==> src/rtl/id_ex_ctrl_if.sv <==
// ID/EX control-stage bundle: ID-side inputs from the pipeline, EX-side controls back.
interface id_ex_ctrl_if #(
    parameter int unsigned REG_W = 5
);
    logic [6:0]       Opcode;
    logic             id_valid;
    logic [REG_W-1:0] id_rs1;
    logic [REG_W-1:0] id_rs2;
    logic [REG_W-1:0] ex_rd;
    logic             redirect;

    logic             ex_ALUSrc;
    logic             ex_MemtoReg;
    logic             ex_RegWrite;
    logic             ex_MemRead;
    logic             ex_MemWrite;
    logic             ex_Branch;
    logic [2:0]       ex_ALUOp;
    logic [1:0]       ex_JalType;
    logic             ex_valid;
    logic             stall;
    logic             flush_ifid;
    logic             halted;

    // Pipeline side: drives ID state, consumes controls.
    modport master (
        output Opcode, id_valid, id_rs1, id_rs2, ex_rd, redirect,
        input  ex_ALUSrc, ex_MemtoReg, ex_RegWrite, ex_MemRead, ex_MemWrite, ex_Branch,
        input  ex_ALUOp, ex_JalType, ex_valid, stall, flush_ifid, halted
    );

    // Control stage side.
    modport slave (
        input  Opcode, id_valid, id_rs1, id_rs2, ex_rd, redirect,
        output ex_ALUSrc, ex_MemtoReg, ex_RegWrite, ex_MemRead, ex_MemWrite, ex_Branch,
        output ex_ALUOp, ex_JalType, ex_valid, stall, flush_ifid, halted
    );
endinterface

==> src/rtl/id_ex_ctrl.sv <==
// ID/EX control register: opcode decode, load-use stall, bubble insertion and HALT drain FSM.
module id_ex_ctrl #(
    parameter int unsigned REG_W        = 5,
    parameter int unsigned DRAIN_CYCLES = 3,
    parameter bit          AUIPC_EN     = 1'b1
) (
    input logic         clk,
    input logic         reset_n,
    id_ex_ctrl_if.slave bus
);

    localparam int unsigned CntW = $clog2(DRAIN_CYCLES + 1);
    localparam logic [CntW-1:0] CntInit = CntW'(DRAIN_CYCLES - 1);
    localparam logic [CntW-1:0] CntOne  = CntW'(1);

    typedef enum logic [1:0] {StRun, StDrain, StHalted} state_e;

    typedef struct packed {
        logic       alu_src;
        logic       mem_to_reg;
        logic       reg_write;
        logic       mem_read;
        logic       mem_write;
        logic       branch;
        logic [2:0] alu_op;
        logic [1:0] jal_type;
    } ctrl_t;

    state_e          state_q, state_d;
    logic [CntW-1:0] cnt_q, cnt_d;
    ctrl_t           ctrl_q, ctrl_d, dec;
    logic            valid_q, valid_d;
    logic            halted_q, halted_d;
    logic            uses_rs1, uses_rs2, is_halt;
    logic            hazard;
    logic            stall_c, flush_c;

    // Opcode decode into the control bundle plus source-register usage.
    always_comb begin
        dec      = '0;
        uses_rs1 = 1'b0;
        uses_rs2 = 1'b0;
        is_halt  = 1'b0;
        case (bus.Opcode)
            7'b0110011: begin
                dec.reg_write = 1'b1;
                dec.alu_op    = 3'b010;
                uses_rs1      = 1'b1;
                uses_rs2      = 1'b1;
            end
            7'b0010011: begin
                dec.alu_src   = 1'b1;
                dec.reg_write = 1'b1;
                dec.alu_op    = 3'b011;
                uses_rs1      = 1'b1;
            end
            7'b0000011: begin
                dec.alu_src    = 1'b1;
                dec.mem_to_reg = 1'b1;
                dec.reg_write  = 1'b1;
                dec.mem_read   = 1'b1;
                dec.alu_op     = 3'b000;
                uses_rs1       = 1'b1;
            end
            7'b0100011: begin
                dec.alu_src   = 1'b1;
                dec.mem_write = 1'b1;
                dec.alu_op    = 3'b000;
                uses_rs1      = 1'b1;
                uses_rs2      = 1'b1;
            end
            7'b1100011: begin
                dec.branch = 1'b1;
                dec.alu_op = 3'b001;
                uses_rs1   = 1'b1;
                uses_rs2   = 1'b1;
            end
            7'b1101111: begin
                dec.reg_write = 1'b1;
                dec.alu_op    = 3'b010;
                dec.jal_type  = 2'b10;
            end
            7'b1100111: begin
                dec.alu_src   = 1'b1;
                dec.reg_write = 1'b1;
                dec.alu_op    = 3'b010;
                dec.jal_type  = 2'b01;
                uses_rs1      = 1'b1;
            end
            7'b0110111: begin
                dec.alu_src   = 1'b1;
                dec.reg_write = 1'b1;
                dec.alu_op    = 3'b100;
            end
            7'b0010111: begin
                // Without AUIPC support this falls through as an unknown opcode (NOP).
                if (AUIPC_EN) begin
                    dec.alu_src   = 1'b1;
                    dec.reg_write = 1'b1;
                    dec.alu_op    = 3'b100;
                end
            end
            7'b1111111: is_halt = 1'b1;
            default: ;
        endcase
    end

    // Load-use hazard against the load currently held in ID/EX.
    always_comb begin
        hazard = valid_q & ctrl_q.mem_read & (bus.ex_rd != '0) & bus.id_valid &
                 ((uses_rs1 & (bus.id_rs1 == bus.ex_rd)) |
                  (uses_rs2 & (bus.id_rs2 == bus.ex_rd)));
    end

    // Halt FSM next state, drain counter and ID/EX load selection (bubble by default).
    always_comb begin
        state_d  = state_q;
        cnt_d    = cnt_q;
        ctrl_d   = '0;
        valid_d  = 1'b0;
        halted_d = halted_q;
        stall_c  = 1'b0;
        flush_c  = 1'b0;
        unique case (state_q)
            StRun: begin
                if (bus.redirect) begin
                    // Redirect wins over the hazard; a HALT in ID is discarded here.
                    flush_c = 1'b1;
                end else if (hazard) begin
                    stall_c = 1'b1;
                end else if (bus.id_valid) begin
                    if (is_halt) begin
                        state_d = StDrain;
                        cnt_d   = CntInit;
                    end else begin
                        ctrl_d  = dec;
                        valid_d = 1'b1;
                    end
                end
            end
            StDrain: begin
                stall_c = 1'b1;
                if (cnt_q == '0) begin
                    state_d  = StHalted;
                    halted_d = 1'b1;
                end else begin
                    cnt_d = cnt_q - CntOne;
                end
            end
            StHalted: begin
                stall_c = 1'b1;
            end
            default: begin
                state_d = StRun;
            end
        endcase
    end

    // State and ID/EX control register.
    always_ff @(posedge clk or negedge reset_n) begin
        if (!reset_n) begin
            state_q  <= StRun;
            cnt_q    <= '0;
            ctrl_q   <= '0;
            valid_q  <= 1'b0;
            halted_q <= 1'b0;
        end else begin
            state_q  <= state_d;
            cnt_q    <= cnt_d;
            ctrl_q   <= ctrl_d;
            valid_q  <= valid_d;
            halted_q <= halted_d;
        end
    end

    assign bus.ex_ALUSrc   = ctrl_q.alu_src;
    assign bus.ex_MemtoReg = ctrl_q.mem_to_reg;
    assign bus.ex_RegWrite = ctrl_q.reg_write;
    assign bus.ex_MemRead  = ctrl_q.mem_read;
    assign bus.ex_MemWrite = ctrl_q.mem_write;
    assign bus.ex_Branch   = ctrl_q.branch;
    assign bus.ex_ALUOp    = ctrl_q.alu_op;
    assign bus.ex_JalType  = ctrl_q.jal_type;
    assign bus.ex_valid    = valid_q;
    assign bus.halted      = halted_q;
    // Pipeline-control strobes are forced quiet while reset is held.
    assign bus.stall       = stall_c & reset_n;
    assign bus.flush_ifid  = flush_c & reset_n;

endmodule

==> src/flat_wrapper.sv <==
// flat-port wrapper written by rule: the top's interface ports become plain ports
module id_ex_ctrl_flat 
#(
    parameter int unsigned REG_W        = 5,
    parameter int unsigned DRAIN_CYCLES = 3,
    parameter bit          AUIPC_EN     = 1'b1
)
  (clk, reset_n, bus_Opcode, bus_id_valid, bus_id_rs1, bus_id_rs2, bus_ex_rd, bus_redirect, bus_ex_ALUSrc, bus_ex_MemtoReg, bus_ex_RegWrite, bus_ex_MemRead, bus_ex_MemWrite, bus_ex_Branch, bus_ex_ALUOp, bus_ex_JalType, bus_ex_valid, bus_stall, bus_flush_ifid, bus_halted);
  id_ex_ctrl_if #(.REG_W(REG_W)) bus_i ();
  input logic clk;
  input logic reset_n;
  input wire logic [$bits(bus_i.Opcode)-1:0] bus_Opcode;
  input wire logic [$bits(bus_i.id_valid)-1:0] bus_id_valid;
  input wire logic [$bits(bus_i.id_rs1)-1:0] bus_id_rs1;
  input wire logic [$bits(bus_i.id_rs2)-1:0] bus_id_rs2;
  input wire logic [$bits(bus_i.ex_rd)-1:0] bus_ex_rd;
  input wire logic [$bits(bus_i.redirect)-1:0] bus_redirect;
  output wire logic [$bits(bus_i.ex_ALUSrc)-1:0] bus_ex_ALUSrc;
  output wire logic [$bits(bus_i.ex_MemtoReg)-1:0] bus_ex_MemtoReg;
  output wire logic [$bits(bus_i.ex_RegWrite)-1:0] bus_ex_RegWrite;
  output wire logic [$bits(bus_i.ex_MemRead)-1:0] bus_ex_MemRead;
  output wire logic [$bits(bus_i.ex_MemWrite)-1:0] bus_ex_MemWrite;
  output wire logic [$bits(bus_i.ex_Branch)-1:0] bus_ex_Branch;
  output wire logic [$bits(bus_i.ex_ALUOp)-1:0] bus_ex_ALUOp;
  output wire logic [$bits(bus_i.ex_JalType)-1:0] bus_ex_JalType;
  output wire logic [$bits(bus_i.ex_valid)-1:0] bus_ex_valid;
  output wire logic [$bits(bus_i.stall)-1:0] bus_stall;
  output wire logic [$bits(bus_i.flush_ifid)-1:0] bus_flush_ifid;
  output wire logic [$bits(bus_i.halted)-1:0] bus_halted;
  assign bus_i.Opcode = bus_Opcode;
  assign bus_i.id_valid = bus_id_valid;
  assign bus_i.id_rs1 = bus_id_rs1;
  assign bus_i.id_rs2 = bus_id_rs2;
  assign bus_i.ex_rd = bus_ex_rd;
  assign bus_i.redirect = bus_redirect;
  assign bus_ex_ALUSrc = bus_i.ex_ALUSrc;
  assign bus_ex_MemtoReg = bus_i.ex_MemtoReg;
  assign bus_ex_RegWrite = bus_i.ex_RegWrite;
  assign bus_ex_MemRead = bus_i.ex_MemRead;
  assign bus_ex_MemWrite = bus_i.ex_MemWrite;
  assign bus_ex_Branch = bus_i.ex_Branch;
  assign bus_ex_ALUOp = bus_i.ex_ALUOp;
  assign bus_ex_JalType = bus_i.ex_JalType;
  assign bus_ex_valid = bus_i.ex_valid;
  assign bus_stall = bus_i.stall;
  assign bus_flush_ifid = bus_i.flush_ifid;
  assign bus_halted = bus_i.halted;
  id_ex_ctrl #(.REG_W(REG_W), .DRAIN_CYCLES(DRAIN_CYCLES), .AUIPC_EN(AUIPC_EN)) u_core (.clk(clk), .reset_n(reset_n), .bus(bus_i));
endmodule
==> config.mk <==
export PLATFORM = sky130hd
export DESIGN_NAME = id_ex_ctrl_flat
export DESIGN_NICKNAME = d
export VERILOG_FILES = /design/src/rtl/id_ex_ctrl_if.sv /design/src/rtl/id_ex_ctrl.sv /design/src/flat_wrapper.sv
export SDC_FILE = /design/constraint.sdc
export NUM_CORES = 1
export LEC_CHECK = 0
export ABC_AREA = 0
export CORE_ASPECT_RATIO = 0.6
export CORE_MARGIN = 2
export CORE_UTILIZATION = 46
export CTS_CLUSTER_DIAMETER = 60
export CTS_CLUSTER_SIZE = 24
export DETAILED_ROUTE_END_ITERATION = 8
export PLACE_DENSITY_LB_ADDON = 0.25
export SETUP_SLACK_MARGIN = 0.15
export SKIP_CTS_REPAIR_TIMING = 1
export SYNTH_ARGS = -nofsm -noshare
export SYNTH_HDL_FRONTEND = slang
export SYNTH_SLANG_ARGS = --single-unit
==> constraint.sdc <==
create_clock -name clk -period 4.4 [get_ports clk]
set_input_delay 0.88 -clock clk [delete_from_list [all_inputs] [get_ports clk]]
set_output_delay 0.88 -clock clk [all_outputs]
set_load 0.03 [all_outputs]
==> impl_metrics.ini, run 1 <==
[detailed_routing]
routed_wl_mm = 2.70
drc = 0
num_vias = 1033
wl_per_cell_microns = 14.2
drtAntennaViolNets = 0
vias_per_cell = 5.44
drtPass1Iterations = 4
drtIter0Drc = 72

[floorplanning]
initial_utilization = 0.486
fp.dieH_microns = 41.2
core_sq_um = 2180
die_area_sq_um = 2720
io_pins = 41
rows = 13
die_w_microns = 66.0

[timing]
grt_setup_unrepaired = no
clock_skew_ns = 0.00833
setup_tns_ns = 0
hold_viol_final = 0
maxSlewViolCount = 0
fmax_ghz = 0.264
min_period_over_period = 0.862
finalSetupViolations = 0
slew_headroom = 0.674
worst_slew_pin_slew_ns = 0.489
period_needed_ns = 3.79

[synth]
synthArstFlopShare = 1.00
syn_inst = 116
synth_top_area_frac = 0.378
synthMuxAreaShare = 0
synth_nets = 147
yosysMostFrequentCell = dfrtp_1
yosysTopAreaCell = dfrtp_1
synth_top_family_by_area = simple AND/OR/NAND/NOR gates
synth_compound_area_frac = 0.150
synth_xor_area_frac = 0.0826
ys_warn_count = 0
ys_seq_elements = 16
synth_area_leaders = dfrtp_1 38%, xor2_1 8.3%, ha_1 5.9%
synth_edf_count = 0
ys_seq_area_frac = 0.378
synth_flop_cell = dfrtp_1
ys_types = 33
synth.avg_cell_area_sq_um = 9.14
synth_simple_gate_area_share = 0.270
synth-adder-area-share = 0.0590
syn-cell-area_sq_um = 1060
synth_common_cells = 16 x dfrtp_1, 11 x nor2_1, 11 x nor3_1, 10 x xor2_1, 9 x nand2_1

[setup_path]
crit_family = buffers and inverters
start_kind = input port
crit_fanout = 3
worst_ep_arrival_time_ns = 2.91
timing.critical_path.to_type = output pin
path_cells = clkdlybuf4s50_1 -> xor2_1 -> nor4_2 -> nand4_1 -> a2111oi_2 -> o211a_1 -> dlymetal6s2s_1
crit_type = input port to output pin
max_stage_delay_ns = 0.48
timing.critical_path.buf_inv = 2
timing.rr.start = u_core.state_q[0]$_DFFE_PN0P_
worstPathRequired_ns = 3.52
critPathLaunch = bus_ex_rd[0]
cp_slowest_cell = clkdlybuf4s50_1

[worst_hold_path]
hp-start = u_core.bus.halted$_DFFE_PN0P_
hold_class = flip-flop to flip-flop

[clock_tree]
cts_buffers = 3
clock-sinks = 16
cts.reportedPaths.clkPinSlew_ns = 0.07
clk_path_buf_depth = 2
cts-root-buf = clkbuf_8
cts_tree = done
htreeDepth = 1
clkLatencyLatePin_ns = 0.25

[placement]
hpwl_mm = 2.16
portBuffers = 40
gp_congestion = 0.790

[run_status]
status = finished clean

[grt]
grt_max_degree = 14
globalRouteTotalUtil = 0.218
overflow = 0
antenna_found_initial = 0
grt_pass1_vias = 872
grt_pass1_wl_mm = 4.17

[final_layout]
diodes = 0
nets = 192
nFillCells = 158
syn_to_final_growth_pct = 46.4
drive_gt1_frac = 0.0875

[pwr]
worst_ir_drop_vdd_uv = 261
p_leak_nw = 0.680
power_density_nw_per_um2 = 312
total_power_w = 0.000484

[flow_run]
drv_cap = 0
==> final timing paths <==
check	end	slack [ns]	depth (start not counted)
setup / recovery	bus_stall	0.61	7
hold / removal	u_core.bus.halted$_DFFE_PN0P_	0.46	1
setup reg to reg	u_core.bus.ex_MemRead$_DFF_PN0_	2.66	6
hold reg to reg	u_core.bus.halted$_DFFE_PN0P_	0.46	1
max in group asynchronous	u_core.cnt_q[1]$_DFFE_PN0P_	3.03	2
min in group asynchronous	u_core.bus.ex_valid$_DFF_PN0_	0.89	1
==> through the flow <==
stage                     std cells  area [sq um]  utilization  hold slack, ns  setup WS, ns
after global placement          186          1490        0.685           0.443         0.293
after CTS                       190          1550        0.711           0.463         0.186
after global routing            190          1550        0.712           0.499         0.506
final                           190          1550        0.712           0.462         0.609
after detailed placement        186          1490        0.685           0.450         0.189
after floorplan                 116          1060            -           0.517          1.38
==> final cells by class <==
cell class | instances | area, sq um | area share
Multi-Input combinational cell | 88 | 596 | 0.384
Timing Repair Buffer | 44 | 433 | 0.279
Sequential cell | 16 | 400 | 0.258
Clock buffer | 4 | 55.1 | 0.0355
Tap cell | 30 | 37.5 | 0.0242
Inverter | 8 | 30.0 | 0.0194
==> where the power goes <==
part | total (W) | internal [W] | switching [W] | leakage [nW]
registers | 0.000173 | 0.000162 | 0.0000117 | 0.217
clock network | 0.000128 | 0.0000793 | 0.0000492 | 0.0288
logic | 0.000182 | 0.0000794 | 0.000103 | 0.434
==> worst reg2reg max path: cells and delay by family (launching register included) <==
family | cells | cell delay (ns)
adder cells (fa/ha/maj) | 1 | 0.26
buffers and inverters | 1 | 0.10
AND/OR/NAND/NOR | 4 | 0.85
flip-flops | 1 | 0.42
==> registers in the layout, summed over array words and instances (netlist names), 2 cells and up <==
name                   count
u_core.cnt_q               2
u_core.bus.ex_JalType      2
u_core.state_q             2
u_core.bus.ex_ALUOp        3
==> cell usage in the layout, fill, tap and decap left out <==
cell type        count
o32a_1               1
o2111ai_2            1
o211a_1              1
nor2b_1              1
o2bb2ai_1            1
inv_1                8
nand3b_4             1
ha_1                 5
a211oi_1             1
dfrtp_1             16
or4_1                1
buf_4                4
o21ai_0              7
clkdlybuf4s50_1     39
nand3_1              3
a31oi_1              1
a222oi_1             1
clkbuf_8             4
xor2_1              10
a21o_1               1
and4_1               1
nand2_1              9
a21oi_2              1
nor3_1              11
and3_1               2
nor3b_1              2
nor2_1              11
a2111oi_2            1
nor4_2               2
nand4_1              2
nand2b_1             2
nor4_1               1
a21oi_1              5
dlymetal6s2s_1       1
nand3b_1             2
==> metal layers <==
layer  GRT usage  wire (microns)  share of wire
met5           0               0              0
met4      0.0357              26         0.0096
met3      0.0687             226          0.084
met2       0.394            1280           0.47
met1       0.269            1170           0.43
==> cell families after synthesis <==
family / Yosys count
and+or+nand+nor: 51
AOI/OAI and AO/OA: 22
DFF: 16
buffers and inverters: 12
xor gates and xnor gates: 10
adders and majority gates: 5
Note: power is estimated with default switching activity, not from simulation.
==> run 2: changes to the inputs <==
CORE_ASPECT_RATIO = not set   (was 0.6)
==> run 2 against run 1 <==
Compared with the run above:
- final cell count down 1.6%
- utilization down 1.8 points
- highest routed layer is now met3
- non-clock buffer count down 1
- sequential cell count unchanged
- global-route usage down 2.5 points
- register-to-register slack better by 0.08 ns
- first-iteration DRC count down 74%
- design area down 2.0%
==> impl_metrics.ini, run 2 (synthesis gave the netlist of run 1 again) <==
[setup_path]
crit_type = input port to output pin
crit_family = buffers and inverters
cp_slowest_cell = clkdlybuf4s50_1
worstPathRequired_ns = 3.52
worst_ep_arrival_time_ns = 3.27
path_cells = clkdlybuf4s50_1 -> xor2_1 -> nor4_2 -> nand4_1 -> a2111oi_2 -> o211a_1 -> clkdlybuf4s50_1
cpMostUsedCell = clkdlybuf4s50_1
timing.critical_path.buf_inv = 2
reg2reg_depth = 7
max_stage_delay_ns = 0.66
timing.critical_path.to_type = output pin
cp.depth = 7
start_kind = input port
crit_fanout = 3

[clock_tree]
clk_path_buf_depth = 2
clkLatencyLatePin_ns = 0.28
cts-root-buf = clkbuf_4
cts.reportedPaths.clkPinSlew_ns = 0.09
clock-sinks = 16
cts_buffers = 3
cts_tree = done
htreeDepth = 1

[pwr]
power_density_nw_per_um2 = 292
p_leak_nw = 0.649
worst_ir_drop_vdd_uv = 168

[timing]
fmax_ghz = 0.241
min_period_over_period = 0.943
grt_setup_unrepaired = no
setup_ws_ns = 0.253
hold_viol_final = 0
slew_headroom = 0.681
finalSetupViolations = 0
period_needed_ns = 4.15
clock_skew_ns = 0.00395
holdWs_ns = 0.475
worst_slew_pin_slew_ns = 0.478
setup_tns_ns = 0
maxSlewViolCount = 0

[detailed_routing]
drtIter0Drc = 19
num_vias = 975
drtAntennaViolNets = 0
wl_per_cell_microns = 12.8
routed_wl_mm = 2.40
drc = 0
drtPass1Iterations = 4
vias_per_cell = 5.21

[grt]
globalRouteTotalUtil = 0.193
grt_pass1_vias = 906
grt_pass1_wl_mm = 3.86
overflow = 0
grt_max_degree = 14
antenna_found_initial = 0

[worst_hold_path]
hold_class = flip-flop to flip-flop
whs_path_depth = 1

[final_layout]
nets = 191
stdcell_count = 187
syn_to_final_growth_pct = 43.4
largest_reg_flops = 3
diodes = 0
final_cell_mix = 40 x clkdlybuf4s50_1, 16 x dfrtp_1, 11 x nor2_1, 11 x nor3_1, 10 x xor2_1
drive_gt1_frac = 0.0818
final_area_sq_um = 1520
final_common_cell = clkdlybuf4s50_1

[flow_run]
drv_cap = 0

[floorplanning]
die_w_microns = 52
io_pins = 41
die_area_sq_um = 2700
rows = 17
core_sq_um = 2190
initial_utilization = 0.484
fp.dieH_microns = 52

[placement]
hpwl_mm = 1.99
dpl.cell_count = 183
pre_cts_slack_ns = 0.241
portBuffers = 40
gp_congestion = 0.847
place_area_sq_um = 1480

[run_status]
status = finished clean
run 2: layout make-up:
type	instances	area, sq um
inverters	8	30.0
multi-input cells	88	596
well taps	28	35.0
repair buffers	43	423
fillers	178	671
flip-flops and latches	16	400
clock buffers	4	36.3
run 2: report_power, final:
| part | switching, W | leakage (nW) | internal, W |
|---|---|---|---|
| combinational | 0.0000979 | 0.411 | 0.0000786 |
| sequential | 0.0000108 | 0.217 | 0.000161 |
| clock | 0.0000457 | 0.0210 | 0.0000504 |
| total | 0.000154 | 0.649 | 0.000290 |
run 2: metrics by stage:
| stage | power (W) | utilization |
|---|---|---|
| after floorplan | 0.000285 | - |
| after global placement | 0.000345 | 0.677 |
| after detailed placement | 0.000351 | 0.677 |
| after CTS | 0.000449 | 0.694 |
| after global routing | 0.000477 | 0.694 |
| final | 0.000445 | 0.694 |
run 2: final timing paths:
path                                               startpoint                               end  slack, ns
worst min-delay path            u_core.bus.halted$_DFFE_PN0P_     u_core.bus.halted$_DFFE_PN0P_       0.47
worst min register to register  u_core.bus.halted$_DFFE_PN0P_     u_core.bus.halted$_DFFE_PN0P_       0.47
worst max-delay path                             bus_ex_rd[0]                         bus_stall       0.25
min in group asynchronous                             reset_n     u_core.bus.ex_valid$_DFF_PN0_       0.81
max in group asynchronous                             reset_n  u_core.bus.ex_ALUOp[2]$_DFF_PN0_       3.14
worst max register to register  u_core.state_q[0]$_DFFE_PN0P_       u_core.cnt_q[0]$_DFFE_PN0P_       2.74
run 2: per-layer routing:
layer	GRT usage	part of all wire	vias to the layer above	wire length, microns
li1	-	-	502	-
met1	0.232	0.43	440	1030
met4	0.0921	0	0	0
met2	0.333	0.52	33	1240
met3	0.0316	0.053	0	126
met5	0	0	-	0
